## src/rtl/rob_commit_controller_pkg.sv

```systemverilog
// Shared encodings for the ROB commit controller.
// Instruction kinds at the ROB head and commit FSM states.
package rob_commit_controller_pkg;

  typedef enum logic [1:0] {
    KIND_ALU   = 2'd0,
    KIND_LOAD  = 2'd1,
    KIND_STORE = 2'd2,
    KIND_JUMP  = 2'd3
  } kind_e;

  typedef enum logic [1:0] {
    ST_COMMIT     = 2'd0,
    ST_STORE_WAIT = 2'd1,
    ST_FLUSH      = 2'd2
  } commit_state_e;

endpackage

```

## src/rtl/rob_commit_controller.sv

```systemverilog
// Retires one ROB head entry per cycle.
// Drives regfile writes, store release, predictor update, flush.
module rob_commit_controller
  import rob_commit_controller_pkg::*;
#(
  parameter int ROB_W        = 4,
  parameter int DATA_W       = 32,
  parameter int ADDR_W       = 32,
  parameter int REG_W        = 5,
  parameter int FLUSH_CYCLES = 2
) (
  input  logic              clk_in,
  input  logic              rst_in,
  input  logic              rdy_in,
  input  logic              head_valid_in,
  input  logic              head_ready_in,
  input  logic [1:0]        head_kind_in,
  input  logic [ROB_W-1:0]  head_rob_id_in,
  input  logic [REG_W-1:0]  head_rd_in,
  input  logic [DATA_W-1:0] head_value_in,
  input  logic              head_pred_jumped_in,
  input  logic              head_real_jumped_in,
  input  logic [ADDR_W-1:0] head_inst_pos_in,
  input  logic [ADDR_W-1:0] head_rollback_pos_in,
  output logic              head_pop_out,
  output logic              reg_we_out,
  output logic [REG_W-1:0]  reg_rd_out,
  output logic [DATA_W-1:0] reg_data_out,
  output logic [ROB_W-1:0]  reg_rob_id_out,
  output logic              store_req_out,
  output logic [ROB_W-1:0]  store_rob_id_out,
  input  logic              store_ack_in,
  output logic              enable_to_predictor,
  output logic              jump_result_to_predictor,
  output logic [ADDR_W-1:0] inst_pos_to_predictor,
  output logic              flush_out,
  output logic [ADDR_W-1:0] redirect_pc_out,
  output logic [31:0]       commit_count_out
);

  localparam int FC_W = $clog2(FLUSH_CYCLES + 1);

  commit_state_e     state, state_d;
  logic [FC_W-1:0]   cnt, cnt_d;
  logic              reg_we_d;
  logic [REG_W-1:0]  reg_rd_d;
  logic [DATA_W-1:0] reg_data_d;
  logic [ROB_W-1:0]  reg_rob_id_d;
  logic              store_req_d;
  logic [ROB_W-1:0]  store_rob_id_d;
  logic              pred_en_d;
  logic              pred_res_d;
  logic [ADDR_W-1:0] pred_pos_d;
  logic              flush_d;
  logic [ADDR_W-1:0] redirect_d;
  logic [31:0]       count_d;
  logic              is_store;
  logic              is_jump;

  assign is_store = (head_kind_in == KIND_STORE);
  assign is_jump  = (head_kind_in == KIND_JUMP);

  // Next-state and next-output decode; pulses default low.
  always_comb begin
    state_d        = state;
    cnt_d          = cnt;
    head_pop_out   = 1'b0;
    reg_we_d       = 1'b0;
    reg_rd_d       = reg_rd_out;
    reg_data_d     = reg_data_out;
    reg_rob_id_d   = reg_rob_id_out;
    store_req_d    = store_req_out;
    store_rob_id_d = store_rob_id_out;
    pred_en_d      = 1'b0;
    pred_res_d     = jump_result_to_predictor;
    pred_pos_d     = inst_pos_to_predictor;
    flush_d        = flush_out;
    redirect_d     = redirect_pc_out;
    count_d        = commit_count_out;
    if (rdy_in) begin
      unique case (state)
        ST_COMMIT: begin
          if (head_valid_in && head_ready_in) begin
            if (is_store) begin
              store_req_d    = 1'b1;
              store_rob_id_d = head_rob_id_in;
              state_d        = ST_STORE_WAIT;
            end else begin
              head_pop_out = 1'b1;
              count_d      = commit_count_out + 32'd1;
              if (head_rd_in != '0) begin
                reg_we_d     = 1'b1;
                reg_rd_d     = head_rd_in;
                reg_data_d   = head_value_in;
                reg_rob_id_d = head_rob_id_in;
              end
              if (is_jump) begin
                pred_en_d  = 1'b1;
                pred_res_d = head_real_jumped_in;
                pred_pos_d = head_inst_pos_in;
                if (head_pred_jumped_in != head_real_jumped_in) begin
                  flush_d    = 1'b1;
                  redirect_d = head_rollback_pos_in;
                  cnt_d      = FC_W'(FLUSH_CYCLES - 1);
                  state_d    = ST_FLUSH;
                end
              end
            end
          end
        end
        ST_STORE_WAIT: begin
          if (store_ack_in) begin
            head_pop_out = 1'b1;
            count_d      = commit_count_out + 32'd1;
            store_req_d  = 1'b0;
            state_d      = ST_COMMIT;
          end
        end
        ST_FLUSH: begin
          if (cnt == '0) begin
            flush_d    = 1'b0;
            redirect_d = '0;
            state_d    = ST_COMMIT;
          end else begin
            cnt_d = cnt - FC_W'(1);
          end
        end
        default: state_d = ST_COMMIT;
      endcase
    end
  end

  // State, flush down-counter and registered outputs.
  always_ff @(posedge clk_in or negedge rst_in) begin
    if (!rst_in) begin
      state                    <= ST_COMMIT;
      cnt                      <= '0;
      reg_we_out               <= 1'b0;
      reg_rd_out               <= '0;
      reg_data_out             <= '0;
      reg_rob_id_out           <= '0;
      store_req_out            <= 1'b0;
      store_rob_id_out         <= '0;
      enable_to_predictor      <= 1'b0;
      jump_result_to_predictor <= 1'b0;
      inst_pos_to_predictor    <= '0;
      flush_out                <= 1'b0;
      redirect_pc_out          <= '0;
      commit_count_out         <= '0;
    end else begin
      state                    <= state_d;
      cnt                      <= cnt_d;
      reg_we_out               <= reg_we_d;
      reg_rd_out               <= reg_rd_d;
      reg_data_out             <= reg_data_d;
      reg_rob_id_out           <= reg_rob_id_d;
      store_req_out            <= store_req_d;
      store_rob_id_out         <= store_rob_id_d;
      enable_to_predictor      <= pred_en_d;
      jump_result_to_predictor <= pred_res_d;
      inst_pos_to_predictor    <= pred_pos_d;
      flush_out                <= flush_d;
      redirect_pc_out          <= redirect_d;
      commit_count_out         <= count_d;
    end
  end

endmodule
```

## config.mk

```make
export PLATFORM = sky130hd
export DESIGN_NAME = rob_commit_controller
export DESIGN_NICKNAME = d
export VERILOG_FILES = /design/src/rtl/rob_commit_controller_pkg.sv /design/src/rtl/rob_commit_controller.sv
export SDC_FILE = /design/constraint.sdc
export NUM_CORES = 1
export LEC_CHECK = 0
export BUFFER_PORTS_ARGS = -buffer_cell sky130_fd_sc_hd__buf_2
export CAP_MARGIN = 20
export CORE_ASPECT_RATIO = 1.4
export CORE_UTILIZATION = 32
export DETAILED_ROUTE_END_ITERATION = 8
export PLACE_DENSITY_LB_ADDON = 0.12
export SLEW_MARGIN = 5
export SYNTH_ARGS = -nofsm -noshare
export SYNTH_HDL_FRONTEND = slang
export SYNTH_SLANG_ARGS = --single-unit
```

## constraint.sdc

```tcl
create_clock -name clk_in -period 2.7 [get_ports clk_in]
set_input_delay 0.405 -clock clk_in [delete_from_list [all_inputs] [get_ports clk_in]]
set_output_delay 0.405 -clock clk_in [all_outputs]
set_load 0.03 [all_outputs]
```

==> results_dict.tcl, run 1 <==
set metrics [dict create \
    cts_setup_buffers 0 \
    num_rows 60 \
    numCtsBuffers 17 \
    max_freq_mhz 434 \
    switching_share 0.395 \
    tns_ps 0 \
    wl_met1_mm 6.46 \
    fin_ws_ps 398 \
    ant_nets 0 \
    clk_pin_slew_ps 60 \
    drive_gt1_frac 0.577 \
    finalSetupViolCount 0 \
    skew_ps 7.64 \
    met3_length_um 993 \
    die_w_um 121 \
    htree_num_levels 4 \
    dp_cells 958 \
    cp_cell_sequence "nand4b_4, o31a_1, inv_1, buf_2" \
    syn_area_per_cell_um2 13.9 \
    yosysUniqueCellTypes 48 \
    synth.top_cell.area_share 0.593 \
    design.die.area_um2 20400 \
    cp_max_fo 6 \
    dp_hpwl_mm 12.1 \
    synth-seq-cells 150 \
    cts_tree "built" \
    seq_power_share 0.361 \
    fin_crit_sh 0.853 \
    rsz0062_at_grt "no" \
    cts.sinks 150 \
    routed_via_density 4.64 \
    outcome "completed" \
    clockBufferDepth 2 \
    postSynthCellCount 456 \
    grt_max_degree 50 \
    io_pins 262 \
    grt_pass1_wl_mm 25.3 \
    final_max_slew_viol_count 0 \
    cts-root-buf "clkbuf_16" \
    area_growth_pct 35.9 \
    place_congestion 0.806 \
    top_layer "met5" \
    synth_area_um2 6330 \
    drt_pass1_iterations 4 \
    arrival_ps 1900 \
    antenna_found_initial 2 \
    finalHoldViolCount 0 \
    clock_latency_ps 420 \
    grt_pass1_vias 4785 \
    cellLeakagePower_nw 4.34 \
    worst_pin_slew_ps 706 \
    crit_slowest_cell "dfrtp_1" \
    detailedPlace.worstSlack_ps 557 \
    p_switching_mw 3.75 \
    yosysSeqAreaShare 0.593 \
    numPortBuffers 261 \
    cts_resized 0 \
    first_iter_violations 150 \
    combPwrFrac 0.383 \
    fin_util 0.446 \
    p_per_area_nw_per_um2 1100 \
    critPathRequiredTime_ps 2300 \
    vias 4606 \
    drt_wl_total_mm 16.2 \
    reg2reg_slack_ps 600 \
    min_period_ps 2300 \
    crit_path_end_kind "primary output" \
    coreArea_um2 19300 \
    crit_type "flop to primary output" \
    synth.area.top_cells "dfrtp_1 (59%), mux2_2 (18%), nor2b_1 (3.5%), xor2_1 (3.5%), nor4_2 (1.6%)" \
    p_int_mw 5.75 \
    power.share.clock 0.256 \
    drv_cap 0 \
    grt_usage 0.164 \
    relSlewSlack 0.529 \
    critPathLaunchType "flop" \
    cpPeakStageDelay_ps 430 \
    die_h_um 168 \
    routedWlPerCell_um 16.3 \
    drc_errors 0 \
    final_cell_count_no_fill 992 \
    holdWs_ps 214 \
    vdd_drop_max_uv 361 \
    dr_wl_met2_mm 8.46 \
    hold_class "primary input to flop" \
    yosysTopAreaCell "dfrtp_1" \
    start_util 0.328 \
    synth_fp_nets 573 \
    nets 847 \
    overflow 0 \
    yosys_warnings 0 \
]
## worst max-delay path: cells and delay by family (launching register included)
family	cells	cell delay [ps]
flops	1	430
compound gates	1	380
simple gates	1	260
buf+inv	2	410
## repair_timing
action | in CTS | in global routing
setup endpoints to repair | 0 | 0
hold buffers | 1 | 0
hold endpoints to repair | 45 | 0
## area by class of cell
type                       count  area (um^2)
tap                          248          310
timing repair buffer         275         1460
fill                        1828        10700
clock inverter                13          174
clock buffer                  19          433
multi-input combinational    281         2450
inverter                       5         18.8
sequential                   150         3750
antenna                        1         2.50
## routing by layer
metal	vias up	GRT usage
li1	2151	-
met1	2274	0.189
met2	159	0.289
met3	20	0.0447
met4	2	0.0596
met5	-	0
## cell usage in the layout, fill, tap and decap left out, drive strengths merged, types with 2 or more instances in the layout
master / synthesis / layout
nand3: 11 / 11
nor4b: 3 / 3
inv: 5 / 8
xor2: 25 / 25
and3: 4 / 4
and4: 2 / 2
o21ai: 7 / 7
nand4b: 2 / 2
nor3: 11 / 11
mux2: 107 / 107
xnor2: 7 / 7
buf: 14 / 274
nor4: 11 / 11
or3: 2 / 2
clkbuf: 6 / 19
dfrtp: 150 / 150
nor2b: 35 / 35
clkinvlp: 0 / 5
or4: 4 / 4
a22o: 3 / 3
nand2: 21 / 21
and2: 3 / 3
bufinv: 0 / 3
ha: 2 / 2
clkinv: 0 / 2
nor2: 5 / 5
nand4: 7 / 7
## path summary, 6_finish.rpt
kind                                 startpoint  cells after the start                         to
max                                    state[1]                      4               head_pop_out
min                         head_inst_pos_in[5]                      2   inst_pos_to_predictor[5]
max reg2reg                              cnt[0]                      6         redirect_pc_out[9]
min reg2reg                commit_count_out[31]                      1       commit_count_out[31]
max in group asynchronous                rst_in                      3           reg_data_out[12]
min in group asynchronous                rst_in                      2  inst_pos_to_predictor[27]
## cells by family (layout without fill, tap and decap cells)
logic type,after synthesis,in the layout,share of synthesized area
AND/OR/NAND/NOR,125,125,0.129
multiplexers,108,108,0.192
XOR/XNOR,32,32,0.0443
flip-flops,150,150,0.593
AO/OA/AOI/OAI,14,14,0.0168
adder cells (fa/ha/maj),2,2,0.00395
other,0,1,0
buffers and inverters,25,312,0.0211
## cells in the mapped netlist (all sizes together)
library cell / n
nor2b: 35
or3: 2
o21ai: 7
xnor2: 7
nor3: 11
nand3: 11
xor2: 25
nand4: 7
buf: 14
ha: 2
or4: 4
nand4b: 2
inv: 5
mux2i: 1
o2bb2ai: 1
a22o: 3
o31a: 1
clkbuf: 6
nor4bb: 1
nor4: 11
mux2: 107
nor2: 5
dfrtp: 150
a2bb2oi: 1
nand2b: 1
nand2: 21
and4: 2
and3: 4
and2: 3
nand3b: 1
nor3b: 1
a21o: 1
nor4b: 3
## per-stage QoR
step,cell area (um^2),power (mW)
after floorplan,6330,5.90
after global placement,7980,7.08
after detailed placement,7980,7.17
after CTS,8600,9.66
after global routing,8600,9.99
final,8600,9.50
## power groups by stage
stage	combinational, mW	sequential (mW)	clock [mW]
6_report	3.64	3.43	2.43
5_1_grt	3.84	3.55	2.60
4_1_cts	3.69	3.44	2.52
3_5_place_dp	3.69	3.48	0
3_3_place_gp	3.64	3.45	0
2_1_floorplan	0.935	4.97	0
## registers in the layout, summed over array words and instances, names as in the netlist
signal                    cells
redirect_pc_out              32
enable_to_predictor           1
commit_count_out             32
reg_rob_id_out                4
reg_we_out                    1
flush_out                     1
cnt                           2
store_req_out                 1
reg_rd_out                    5
reg_data_out                 32
store_rob_id_out              4
jump_result_to_predictor      1
inst_pos_to_predictor        32
state                         2
Note: power is estimated with default switching activity, not from simulation.
==> inputs of run 2 (changes only) <==
--- a/config.mk
+++ b/config.mk
@@ -5,6 +5,7 @@
 export SDC_FILE = /design/constraint.sdc
 export NUM_CORES = 1
 export LEC_CHECK = 0
+export ABC_AREA = 1
 export BUFFER_PORTS_ARGS = -buffer_cell sky130_fd_sc_hd__buf_2
 export CAP_MARGIN = 20
 export CORE_ASPECT_RATIO = 1.4
==> results_dict.tcl, run 2 <==
set metrics [dict create \
    drv_cap 0 \
    holdPathStages 3 \
    synth_commonest_cells "nand2_1 (380), dfrtp_1 (150), nor2_1 (43)" \
    tns_ps 0 \
    relSlewSlack 0.563 \
    r2r_end "redirect_pc_out[4]" \
    finalSetupViolCount 0 \
    reg2reg_depth 8 \
    grt.busiest_layer "met2" \
    min_period_ps 2130 \
    synth-main-ff-cell "dfrtp_1" \
    arrival_ps 1720 \
    grt_pass1_wl_mm 27.9 \
    htree_num_levels 4 \
    drive_gt1_frac 0.327 \
    area_growth_pct 31.7 \
    detailedPlace.worstSlack_ps 662 \
    ctsHoldBuffers 1 \
    layout_common_cells "nand2_1 (379), buf_2 (260), dfrtp_1 (150)" \
    worst_pin_slew_ps 655 \
    crit_slowest_cell "dfrtp_1" \
    syn_area_per_cell_um2 8.53 \
    grt_pass1_vias 5497 \
    cts_setup_buffers 0 \
    skew_ps 13.9 \
    num_rows 61 \
    fin_crit_sh 0.788 \
    n_fill_cell 2105 \
    cts.sinks 150 \
    cts_tree "built" \
    synth_fp_nets 891 \
    yosys_warnings 0 \
    met1_usage 0.200 \
    cts-root-buf "clkbuf_16" \
    hold_class "primary input to flop" \
    yosysTopAreaCell "dfrtp_1" \
    final_common_cell "nand2_1" \
    r2r-start "state[0]" \
    rsz0062_at_grt "no" \
    max_freq_mhz 470 \
    clockBufferDepth 2 \
    fin_ws_ps 573 \
    coreArea_um2 20100 \
    yosysMostFrequentCell "nand2_1" \
    synth_edf_count 0 \
    critPathLaunch "state[1]" \
    yosysUniqueCellTypes 32 \
    synth-seq-cells 150 \
    min_to "reg_data_out[11]" \
    postSynthCellCount 774 \
    synth_area_um2 6600 \
    outcome "completed" \
    start_util 0.329 \
    critPathLaunchType "flop" \
    vias 5740 \
    cpPeakStageDelay_ps 470 \
    synth.top_cell.area_share 0.569 \
    synthArstFlopShare 1.00 \
    grt_usage 0.171 \
    reg2reg_slack_ps 690 \
    diodes 0 \
    yosysSeqAreaShare 0.569 \
    dp_hpwl_mm 13.2 \
    worstHoldStart "head_value_in[11]" \
    crit_path_end_kind "primary output" \
    crit_type "flop to primary output" \
    drt_wl_total_mm 18.1 \
    routedWlPerCell_um 13.9 \
    grt_max_degree 67 \
    final_max_slew_viol_count 0 \
    vdd_drop_max_uv 448 \
    io_pins 262 \
    p_per_area_nw_per_um2 1170 \
    antenna_found_initial 0 \
    ant_nets 0 \
    drt_pass1_iterations 4 \
    finalHoldViolCount 0 \
    use_met3 0.0491 \
    cp_max_fo 8 \
    fin_util 0.433 \
    numCtsBuffers 17 \
    numPortBuffers 261 \
    clock_latency_ps 420 \
    first_iter_violations 240 \
    place_congestion 0.801 \
    grtUsageMet2 0.295 \
    die_w_um 123 \
    cts_resized 0 \
    design.die.area_um2 21200 \
    routed_via_density 4.42 \
    nets 1152 \
    cp_cell_sequence "nor2_4, nand2_2, o21ai_4, buf_2" \
    synth.area.top_cells "dfrtp_1 (57%), nand2_1 (22%), o21ai_2 (3.3%), nor2_1 (2.4%), inv_1 (2.4%)" \
    die_h_um 172 \
    cellLeakagePower_nw 4.81 \
    critPathRequiredTime_ps 2300 \
    overflow 0 \
    clk_pin_slew_ps 60 \
    drc_errors 0 \
]
==> run 2: critical path: cells and delay by family, from the launching register on <==
| kind | cells | cell delay [ps] |
|---|---|---|
| AO/OA/AOI/OAI | 1 | 260 |
| buffers and inverters | 1 | 270 |
| flip-flops | 1 | 470 |
| AND/OR/NAND/NOR | 2 | 310 |
==> run 2: stage by stage <==
| stage | cell area [um^2] | cells | power [mW] | hold WS, ps |
|---|---|---|---|---|
| after floorplan | 6600 | 774 | 6.61 | 109 |
| after global placement | 8110 | 1267 | 7.94 | 450 |
| after detailed placement | 8110 | 1267 | 7.97 | 449 |
| after CTS | 8690 | 1299 | 10.4 | 155 |
| after global routing | 8690 | 1299 | 10.9 | 164 |
| final | 8690 | 1299 | 10.2 | 182 |
==> run 2: logic make-up (layout without fill, tap and decap cells) <==
logic type | after synthesis | count (layout) | synth area share
fa+ha+maj | 2 | 2 | 0.00379
simple gates | 469 | 469 | 0.285
buf+inv | 73 | 346 | 0.0563
xor+xnor | 16 | 16 | 0.0212
compound gates | 64 | 64 | 0.0652
flops | 150 | 150 | 0.569
==> run 2: worst max-delay path by stage <==
stage                           end  slack (ps)  depth (start not counted)
2_1_floorplan  commit_count_out[20]        1030                          8
3_3_place_gp     redirect_pc_out[5]         680                          7
3_5_place_dp     redirect_pc_out[4]         660                          8
4_1_cts                head_pop_out         540                          4
5_1_grt                head_pop_out         470                          6
6_report               head_pop_out         570                          4
==> run 2: final cells by class <==
type | instances | area, um^2 | share of cell area
inverter | 46 | 173 | 0.0199
sequential | 150 | 3750 | 0.432
clock buffer | 19 | 453 | 0.0521
tap | 252 | 315 | 0.0363
clock inverter | 12 | 119 | 0.0137
timing repair buffer | 269 | 1400 | 0.161
multi-input combinational | 551 | 2480 | 0.285
==> run 2: per-layer routing <==
metal / up-vias / part of all wire
li1: 2925 / -
met4: 0 / 0.018
met2: 190 / 0.50
met3: 23 / 0.063
met5: - / 0
met1: 2602 / 0.42
==> run 2: report_power, final <==
group,internal [mW],switching [mW],leakage (nW)
Sequential,3.10,0.485,1.92
Clock,1.33,0.993,0.279
Combinational,1.20,3.09,2.61
Total,5.63,4.57,4.81
==> inputs of run 3 (changes only) <==
==> constraint.sdc (replaced) <==
create_clock -name clk_in -period 2.2 [get_ports clk_in]
set_input_delay 0.33 -clock clk_in [delete_from_list [all_inputs] [get_ports clk_in]]
set_output_delay 0.33 -clock clk_in [all_outputs]
set_load 0.03 [all_outputs]
==> results_dict.tcl, run 3 (synthesis results as in run 2) <==
set metrics [dict create \
    min_period_ps 2000 \
    critPathRequiredTime_ps 1870 \
    max_freq_mhz 501 \
    design.die.area_um2 21200 \
    p_int_mw 7.00 \
    rsz0062_at_grt "no" \
    routed_via_density 4.39 \
    outcome "completed" \
    worst_pin_slew_ps 744 \
    p_per_area_nw_per_um2 1430 \
    clockBufferDepth 2 \
    routedWlPerCell_um 13.9 \
    cts_tree "built" \
    place_congestion 0.829 \
    final_max_slew_viol_count 0 \
    cp_top_family "flip-flops" \
    crit_type "flop to primary output" \
    coreArea_um2 20100 \
    power.total_mw 12.6 \
    skew_ps 11.0 \
    n_fill_cell 2093 \
    wl_met1_mm 7.56 \
    holdWs_ps 107 \
    arrival_ps 1670 \
    clk_pin_slew_ps 70 \
    switching_share 0.445 \
    drt_pass1_iterations 5 \
    ant_nets 0 \
    detailedPlace.worstSlack_ps 315 \
    drv_cap 0 \
    cts-root-buf "clkbuf_16" \
    overflow 0 \
    area_growth_pct 33.3 \
    cpPeakStageDelay_ps 490 \
    hold_class "primary input to flop" \
    nets 1163 \
    final_common_cell "nand2_1" \
    cp_max_fo 5 \
    numCtsBuffers 17 \
    reg2reg_slack_ps 300 \
    seq_power_share 0.348 \
    cellLeakagePower_nw 4.87 \
    start_util 0.329 \
    grt_usage 0.174 \
    dr_wl_met2_mm 9.14 \
    drive_gt1_frac 0.332 \
    crit_path_end_kind "primary output" \
    die_h_um 172 \
    grt_pass1_vias 5476 \
    die_w_um 123 \
    drc_errors 0 \
    critPathLaunch "state[1]" \
    relSlewSlack 0.504 \
    first_iter_violations 205 \
    combPwrFrac 0.421 \
    cp_cell_sequence "nor2_4, nand2_2, o21ai_4, buf_4" \
    grt_max_degree 66 \
    grt_pass1_wl_mm 28.2 \
    layout_common_cells "nand2_1 (379), buf_2 (259), dfrtp_1 (150)" \
    critPathLaunchType "flop" \
    antenna_found_initial 0 \
    finalSetupViolCount 0 \
    power.share.clock 0.231 \
    r2r-start "state[1]" \
    tns_ps 0 \
    worstHoldStart "head_value_in[14]" \
    fin_crit_sh 0.908 \
    finalHoldViolCount 0 \
    vias 5757 \
    crit_slowest_cell "dfrtp_1" \
    diodes 0 \
    numPortBuffers 261 \
    path_buf_inv 1 \
    clock_latency_ps 420 \
    fin_ws_ps 203 \
    p_switching_mw 5.62 \
    htree_num_levels 4 \
    vdd_drop_max_uv 622 \
    num_rows 61 \
    met3_length_mm 1.14 \
    cts.sinks 150 \
    dp_hpwl_mm 13.5 \
    final_cell_count_no_fill 1311 \
    dp_cells 1277 \
    io_pins 262 \
    top_layer "met4" \
    drt_wl_total_mm 18.2 \
]
run 3: changes by cell type in the layout (fill, tap and decap cells not counted), sizes merged:
| cell | delta |
|---|---|
| buf | +11 |
| bufinv | +1 |
| clkbuf | +1 |
| clkinv | -1 |
run 3: final cells by class:
cell class / instances / area (um^2) / share of cell area
clock inverters: 12 / 144 / 0.0163
inverters: 46 / 173 / 0.0196
multi-input cells: 551 / 2480 / 0.282
well taps: 252 / 315 / 0.0358
repair buffers: 280 / 1500 / 0.170
clock buffers: 20 / 437 / 0.0496
flip-flops and latches: 150 / 3750 / 0.426
run 3: per-stage QoR:
stage	area, um^2	util
after CTS	8790	0.438
after global placement	8200	0.408
final	8800	0.439
after detailed placement	8200	0.408
after global routing	8800	0.439
after floorplan	6600	-
run 3: what timing repair did:
action,CTS,global route
endpoints found under the setup margin,1,1
cloned,0,0
pin swaps,0,1
setup buffers,0,1
hold buffers,1,0
gates resized for setup,1,1
endpoints found under the hold margin,51,0
run 3: routing by layer:
layer,track usage,up-vias
li1,-,2942
met4,0.0623,0
met2,0.295,177
met3,0.0495,18
met1,0.207,2620
met5,0,-
run 3: worst paths after layout:
check	to	cells after the start
worst max-delay path	head_pop_out	4
worst min-delay path	reg_data_out[14]	3
worst max register to register	redirect_pc_out[12]	8
worst min register to register	inst_pos_to_predictor[6]	2
max in group asynchronous	inst_pos_to_predictor[8]	3
min in group asynchronous	commit_count_out[1]	2
run 3: power by group through the flow:
stage / Sequential, mW / Combinational (mW) / Clock, mW
after global routing: 4.53 / 5.79 / 3.13
after detailed placement: 4.43 / 5.39 / 0
final: 4.39 / 5.31 / 2.91
after CTS: 4.40 / 5.40 / 3.01
after global placement: 4.42 / 5.34 / 0
after floorplan: 6.45 / 1.67 / 0
run 3: tightest hold or removal path: cells and delay by family:
family	cells	cell delay [ps]
and+or+nand+nor	2	80
buffers and inverters	1	70
